## config.mk

```make
export PLATFORM = sky130hd
export DESIGN_NAME = async_sync_filter
export DESIGN_NICKNAME = d
export VERILOG_FILES = /design/src/rtl/async_sync_filter.sv
export SDC_FILE = /design/constraint.sdc
export NUM_CORES = 1
export LEC_CHECK = 0
export CAP_MARGIN = 5
export CORE_AREA = 2 2 73 75
export DETAILED_ROUTE_END_ITERATION = 16
export DIE_AREA = 0 0 75 77
export MAX_ROUTING_LAYER = met4
export PLACE_DENSITY = 0.78
export SYNTH_ARGS = -nofsm -noshare
export SYNTH_HDL_FRONTEND = slang
export SYNTH_SLANG_ARGS = --single-unit
```

## constraint.sdc

```tcl
create_clock -name clk -period 2.01 [get_ports clk]
set_input_delay 0.5025 -clock clk [delete_from_list [all_inputs] [get_ports clk]]
set_output_delay 0.5025 -clock clk [all_outputs]
set_load 0.02 [all_outputs]
```

## src/rtl/async_sync_filter.sv

```systemverilog
// async_sync_filter: per-channel metastability chain, stability filter and
// edge detector for asynchronous single-bit inputs, with sticky
// write-1-to-clear event flags and a combined interrupt.
module async_sync_filter #(
    parameter int             NCH           = 8,
    parameter int             SYNC_STAGES   = 2,
    parameter int             FILTER_CYCLES = 4,
    parameter logic [NCH-1:0] RESET_VAL     = '0,
    parameter logic [NCH-1:0] EV_RISE       = '1,
    parameter logic [NCH-1:0] EV_FALL       = '0
) (
    input  logic           clk,
    input  logic           rstn,
    input  logic [NCH-1:0] d,
    output logic [NCH-1:0] q,
    output logic [NCH-1:0] rise,
    output logic [NCH-1:0] fall,
    output logic [NCH-1:0] events,
    input  logic [NCH-1:0] ev_clr,
    output logic           irq
);

    localparam int             CW       = $clog2(FILTER_CYCLES + 1);
    localparam logic [CW-1:0] CNT_LAST = CW'(FILTER_CYCLES - 1);

    (* ASYNC_REG = "TRUE" *) logic [NCH-1:0] sync_p [SYNC_STAGES];

    logic [NCH-1:0] s;
    logic [CW-1:0]  cnt_p1     [NCH];
    logic [CW-1:0]  cnt_nxt    [NCH];
    logic [NCH-1:0] upd;
    logic [NCH-1:0] q_p1;
    logic [NCH-1:0] rise_p1;
    logic [NCH-1:0] fall_p1;
    logic [NCH-1:0] events_p2;
    logic [NCH-1:0] ev_set;

    // ---- stage p0: synchroniser chain, s is the last flop ----
    // Shift each asynchronous input through the metastability chain.
    always_ff @(posedge clk or negedge rstn) begin
        if (!rstn) begin
            for (int i = 0; i < SYNC_STAGES; i++) begin
                sync_p[i] <= RESET_VAL;
            end
        end else begin
            sync_p[0] <= d;
            for (int i = 1; i < SYNC_STAGES; i++) begin
                sync_p[i] <= sync_p[i-1];
            end
        end
    end

    assign s = sync_p[SYNC_STAGES-1];

    // Per channel: count consecutive samples that differ from q; any agreeing
    // sample restarts the count, the last count commits the new level.
    always_comb begin
        upd = '0;
        for (int c = 0; c < NCH; c++) begin
            cnt_nxt[c] = '0;
            if (s[c] != q_p1[c]) begin
                if (cnt_p1[c] == CNT_LAST) begin
                    upd[c] = 1'b1;
                end else begin
                    cnt_nxt[c] = cnt_p1[c] + CW'(1);
                end
            end
        end
    end

    // ---- stage p1: filtered level and edge pulses ----
    // Register the filter state; edge pulses share the edge that updates q.
    always_ff @(posedge clk or negedge rstn) begin
        if (!rstn) begin
            for (int c = 0; c < NCH; c++) begin
                cnt_p1[c] <= '0;
            end
            q_p1    <= RESET_VAL;
            rise_p1 <= '0;
            fall_p1 <= '0;
        end else begin
            for (int c = 0; c < NCH; c++) begin
                cnt_p1[c] <= cnt_nxt[c];
            end
            q_p1    <= q_p1 ^ upd;
            rise_p1 <= upd & s;
            fall_p1 <= upd & ~s;
        end
    end

    assign ev_set = (rise_p1 & EV_RISE) | (fall_p1 & EV_FALL);

    // ---- stage p2: sticky event flags ----
    // Clear-then-set ordering so a set in the same cycle as a clear wins.
    always_ff @(posedge clk or negedge rstn) begin
        if (!rstn) begin
            events_p2 <= '0;
        end else begin
            events_p2 <= (events_p2 & ~ev_clr) | ev_set;
        end
    end

    assign q      = q_p1;
    assign rise   = rise_p1;
    assign fall   = fall_p1;
    assign events = events_p2;
    assign irq    = |events_p2;

endmodule

```

==> results of run 1 <==
-- worst min-delay path by stage --
stage                     startpoint  cells past startpoint  slack, ns         to
after CTS                       rstn                      2       0.19  events[2]
after floorplan                 rstn                      0       0.21  async pin
final                           rstn                      2       0.17  events[2]
after detailed placement   sync_p[9]                      0       0.34       s[1]
after global placement    sync_p[13]                      0       0.33       s[5]
after global routing            rstn                      2       0.21  events[2]
-- final cells by class --
cell class              instances  area, µm²  share of cell area (%)
inverters                       8       30.0                   0.883
repair buffers                 51        510                    15.0
clock buffers                  13        159                    4.67
multi-input cells              88        772                    22.7
flip-flops and latches         72       1800                    53.0
well taps                      70       87.6                    2.58
clock inverters                 3       40.0                    1.18
-- per-layer routing --
metal / global-route usage, % / up-vias / wire length [µm] / share of wire, %
met5: - / - / 0 / 0
met4: 10.2 / 0 / 99 / 2.5
met1: 20.7 / 732 / 1720 / 43
met2: 23.9 / 39 / 1930 / 49
met3: 5.12 / 9 / 229 / 5.8
li1: - / 695 / - / -
-- cell usage after synthesis (all sizes together) --
cell and count:
and3b 5, nor3 7, nor2b 9, nor4 2
inv 8, nand2b 6, nand2 1, mux2 8
ha 8, a21o 8, dfrtp 72, nor3b 26
xnor2 8
-- kinds of logic (layout without fill, tap and decap cells) --
kind of cell	Yosys count	count (layout)	share of synthesized area, %
simple gates	56	56	16.4
buf+inv	8	75	1.16
compound gates	8	8	2.32
mux	8	8	4.06
flops	72	72	69.5
fa+ha+maj	8	8	3.86
xor+xnor	8	8	2.70
-- power by group --
group / switching [µW] / total [µW] / internal, µW / leakage, µW
logic: 511 / 1130 / 616 / 0.000590
clock network: 478 / 1120 / 638 / 0.000103
registers: 213 / 1930 / 1720 / 0.000934
-- metrics by stage --
stage | hold slack (ns) | cells | instance area [µm²] | setup WS (ns) | total power, µW
floorplan | 0.207 | 168 | 2590 | 0.606 | 2620
global placement | 0.332 | 289 | 3190 | 0.111 | 3070
detailed placement | 0.336 | 289 | 3190 | 0.0792 | 3110
CTS | 0.186 | 305 | 3400 | 0.0110 | 4240
global route | 0.208 | 305 | 3400 | 0.0460 | 4460
finish | 0.172 | 305 | 3400 | 0.110 | 4180
-- repair_timing --
item / CTS / global route
gates resized for setup: 3 / 2
hold buffers: 0 / 0
cloned: 0 / 0
pin swaps: 1 / 0
setup endpoints to repair: 1 / 1
-- cells in the final DEF (no fill, tap or decap), drive strengths merged --
cell type and n:
a21o 8, and3b 5, buf 2, bufinv 1
clkbuf 14, clkdlybuf4s50 48, clkinv 2, dfrtp 72
ha 8, inv 8, mux2 8, nand2 1
nand2b 6, nor2b 9, nor3 7, nor3b 26
nor4 2, xnor2 8
==> metrics.txt, run 1 <==
Std-Cell Rows=26; final setup violation count=0; share of the synthesized area in the top cell type=69.5%; final net count=256; clock sink count=72; status=completed; Hold WC Path Type=in2async; Worst setup EP type=output port; crit path max-delay cell type=clkdlybuf4s50_1; Clock Skew=0.00607 ns; LEAKAGE=0.00163 µW; die footprint=0.00578 mm²; Levels on crit path=1; Pwr Density=1230 mW/mm²; vias in the first global route=1554; #FFs+latches synth=72; DR vias/cell=4.84; CP max FO=5; Distinct cells, synth=18; Root Driver=clkbuf_8; final setup TNS=0 ns; Worst IR Drop VDD=0.756 mV; largest net degree at the start of global routing=73; CP arrival=1.40 ns; number of antenna violations at the first check in global routing=0; r2r setup slk=0.81 ns; RSZ-0062 raised after global routing=false; H-Tree Depth=3; Tcrit/Tclk final=94.5%; Layout fillers=368; drt wl/cell=13.0 µm; top area cells in the synthesized netlist=dfrtp_1 (70%), nor3b_1 (7.5%), ha_1 (3.9%); Worst Path Required=1.51 ns; antenna-violating nets left=0; Die Wd=75 µm; cells after synthesis=168; Max Cap Viol=0; # diodes=0; Crit path max-delay family=buffers and inverters; area leader, netlist=dfrtp_1; WP buf/inv=1; worst r2r src=cnt_p1[9]; first-pass GRT wire length=6890 µm; total track usage=16.7%; P&R area growth vs syn=31.2%; highest clock rate=526 MHz; endpoints failing hold=0; cts bufs inserted=9; drt first pass iters=3; syn nets=194; minimum clock period=1.90 ns; Final HPWL DP=2740 µm; Initial Util=52.1%; R2R depth=3; setup repair bufs after CTS=0; IO buf count=50; Residual DRC=0; Core ar.=0.00498 mm²; Worst Path Class, Setup=reg2out; CTS Buffer Depth=2; Synthesis Warnings=0; Final Max Tran Viols=0; clock-pin transition on the worst setup and hold timing paths=0.07 ns; clk_lat worst skew=0.33 ns; syn avg cell area=15.4 µm²; Ports=51; share of cells above drive strength 1=14.5%; via count=1475; CTS tree=yes; total gr overflow=0; relative slew slack=75.8%; DR iter-0 viols=69; Worst Setup EP=q[4]; startpoint types=flip-flop; CP Cell Sequence=clkdlybuf4s50_1; Largest stage delay, worst path=0.64 ns; Post-Syn Area=0.00259 mm²; Die Y=77 µm; final RePlAce weighted congestion=0.689; post-layout util=68.3%; Slew @ Worst Pin=0.364 ns; Total Wirelength=3970 µm; sequential area share after synthesis=69.5%
No activity file was read; power rests on OpenSTA's default activity.
==> inputs of run 2 (changes only) <==
--- a/config.mk
+++ b/config.mk
@@ -6,11 +6,12 @@
 export NUM_CORES = 1
 export LEC_CHECK = 0
 export CAP_MARGIN = 5
-export CORE_AREA = 2 2 73 75
+export CORE_AREA = 2 2 75 77
 export DETAILED_ROUTE_END_ITERATION = 16
-export DIE_AREA = 0 0 75 77
+export DIE_AREA = 0 0 77 79
+export HOLD_SLACK_MARGIN = 0.03
 export MAX_ROUTING_LAYER = met4
-export PLACE_DENSITY = 0.78
+export PLACE_DENSITY = 0.88
 export SYNTH_ARGS = -nofsm -noshare
 export SYNTH_HDL_FRONTEND = slang
 export SYNTH_SLANG_ARGS = --single-unit
==> run 2 against run 1 <==
Net effect: routed wire length grew 1.3%; power is essentially flat; cell count grew 1.3%; global-route usage shrank 1.2 points; final area grew 0.18%; clock skew grew 0.0046 ns; sequential cell count is the same; clock power is essentially flat; non-clock buffer count grew 2; die area grew 5.3%; fmax shrank 0.39%; critical path type unchanged.
==> metrics.txt, run 2 (synthesized netlist as in run 1, its figures left out) <==
die footprint=0.00608 mm²; Worst setup EP type=output port; Initial Util=48.5%; WP buf/inv=1; Final Max Tran Viols=0; Largest stage delay, worst path=0.63 ns; share of cells above drive strength 1=14.3%; endpoints failing hold=0; clock-pin transition on the worst setup and hold timing paths=0.07 ns; setup repair bufs after CTS=0; first-pass GRT wire length=6740 µm; Residual DRC=0; final RePlAce weighted congestion=0.795; Max Cap Viol=0; Final WS setup=0.103 ns; total gr overflow=0; Sequential Area=0.00180 mm²; # diodes=0; largest net degree at the start of global routing=32; H-Tree Depth=3; Place WS=0.161 ns; IO buf count=50; cell count after placement=293; Pwr Density=1220 mW/mm²; CP arrival=1.40 ns; Root Driver=clkbuf_8; drt first pass iters=4; Ports=51; post-route non-filler standard cell count=309; Worst Path Required=1.51 ns; Clock Skew=0.0107 ns; DR vias/cell=4.83; CTS Buffer Depth=2; via count=1491; Worst Path Class, Setup=reg2out; clk_lat worst skew=0.34 ns; P&R area growth vs syn=31.5%; RSZ-0062 raised after global routing=false; total track usage=15.6%; Crit path max-delay family=buffers and inverters; DR iter-0 viols=68; cts bufs inserted=9; Core ar.=0.00534 mm²; final net count=258; crit path max-delay cell type=clkdlybuf4s50_1; Std-Cell Rows=27; area of the multi-input gates=766 µm²; relative slew slack=74.1%; CP Cell Sequence=clkdlybuf4s50_1; Total Wirelength=4030 µm; Slew @ Worst Pin=0.389 ns; Tcrit/Tclk final=94.9%; clock sink count=72; final setup TNS=0 ns; startpoint types=flip-flop; antenna-violating nets left=0; Hold Slack=0.0792 ns; status=completed; Layout fillers=406; Worst IR Drop VDD=0.563 mV; commonest cells after routing, fill and taps aside=dfrtp_1 (72), clkdlybuf4s50_1 (48), nor3b_1 (26); minimum clock period=1.91 ns; CTS tree=yes; final setup violation count=0; LEAKAGE=0.00163 µW; number of antenna violations at the first check in global routing=0; Hold WC Path Type=in2async; Final HPWL DP=2960 µm; Die Wd=77 µm; Pwr Total=4170 µW; vias in the first global route=1459; highest clock rate=524 MHz; leading cell type in the layout, fill and taps excluded=dfrtp_1; drt wl/cell=13.0 µm; CP max FO=5; Die Y=79 µm
-- run 2: cell types whose count changed in the layout (fill, tap and decap cells not counted), sizes merged --
cell           previous run  this run
buf                       2         4
clkdlybuf4s15             0         1
clkbuf                   14        13
-- run 2: stage by stage --
stage	area, µm²	util [%]
2_1_floorplan	2590	-
3_3_place_gp	3200	60.0
3_5_place_dp	3200	60.0
4_1_cts	3410	63.8
5_1_grt	3410	63.8
6_report	3410	63.8
-- run 2: path summary, 6_finish.rpt --
path | to | slack (ns) | start | cells past startpoint
max | q[6] | 0.10 | flip-flop | 1
min | cnt_p1[18] | 0.08 | rstn | 1
max reg2reg | flip-flop | 0.81 | cnt_p1[12] | 3
min reg2reg | s[6] | 0.35 | sync_p[14] | 0
max in group asynchronous | cnt_p1[23] | 1.33 | rstn | 2
min in group clk | s[6] | 0.35 | sync_p[14] | 0
-- run 2: report_power, final --
| part | switching (µW) | leakage [µW] | internal (µW) |
|---|---|---|---|
| combinational | 507 | 0.000594 | 621 |
| sequential | 205 | 0.000934 | 1720 |
| clock | 484 | 0.000103 | 638 |
-- run 2: metal layers --
metal  share of wire [%]  up-vias  global-route usage [%]
li1                    -      701                       -
met1                  42      737                    17.8
met2                  49       42                    23.4
met3                 6.1       11                    6.59
met4                 2.6        0                    8.57
met5                   0        -                       -
-- run 2: timing repair --
action,CTS,global route
gates resized for setup,2,1
cloned,0,0
pin swaps,0,1
setup endpoints to repair,1,1
hold endpoints to repair,0,0
hold buffers,0,0
-- run 2: final cells by class --
| type | instances | share of cell area [%] |
|---|---|---|
| Tap cell | 72 | 2.64 |
| Clock inverter | 3 | 1.18 |
| Inverter | 8 | 0.881 |
| Clock buffer | 13 | 4.66 |
| Multi-Input combinational cell | 88 | 22.5 |
| Timing Repair Buffer | 53 | 15.3 |
| Sequential cell | 72 | 52.9 |
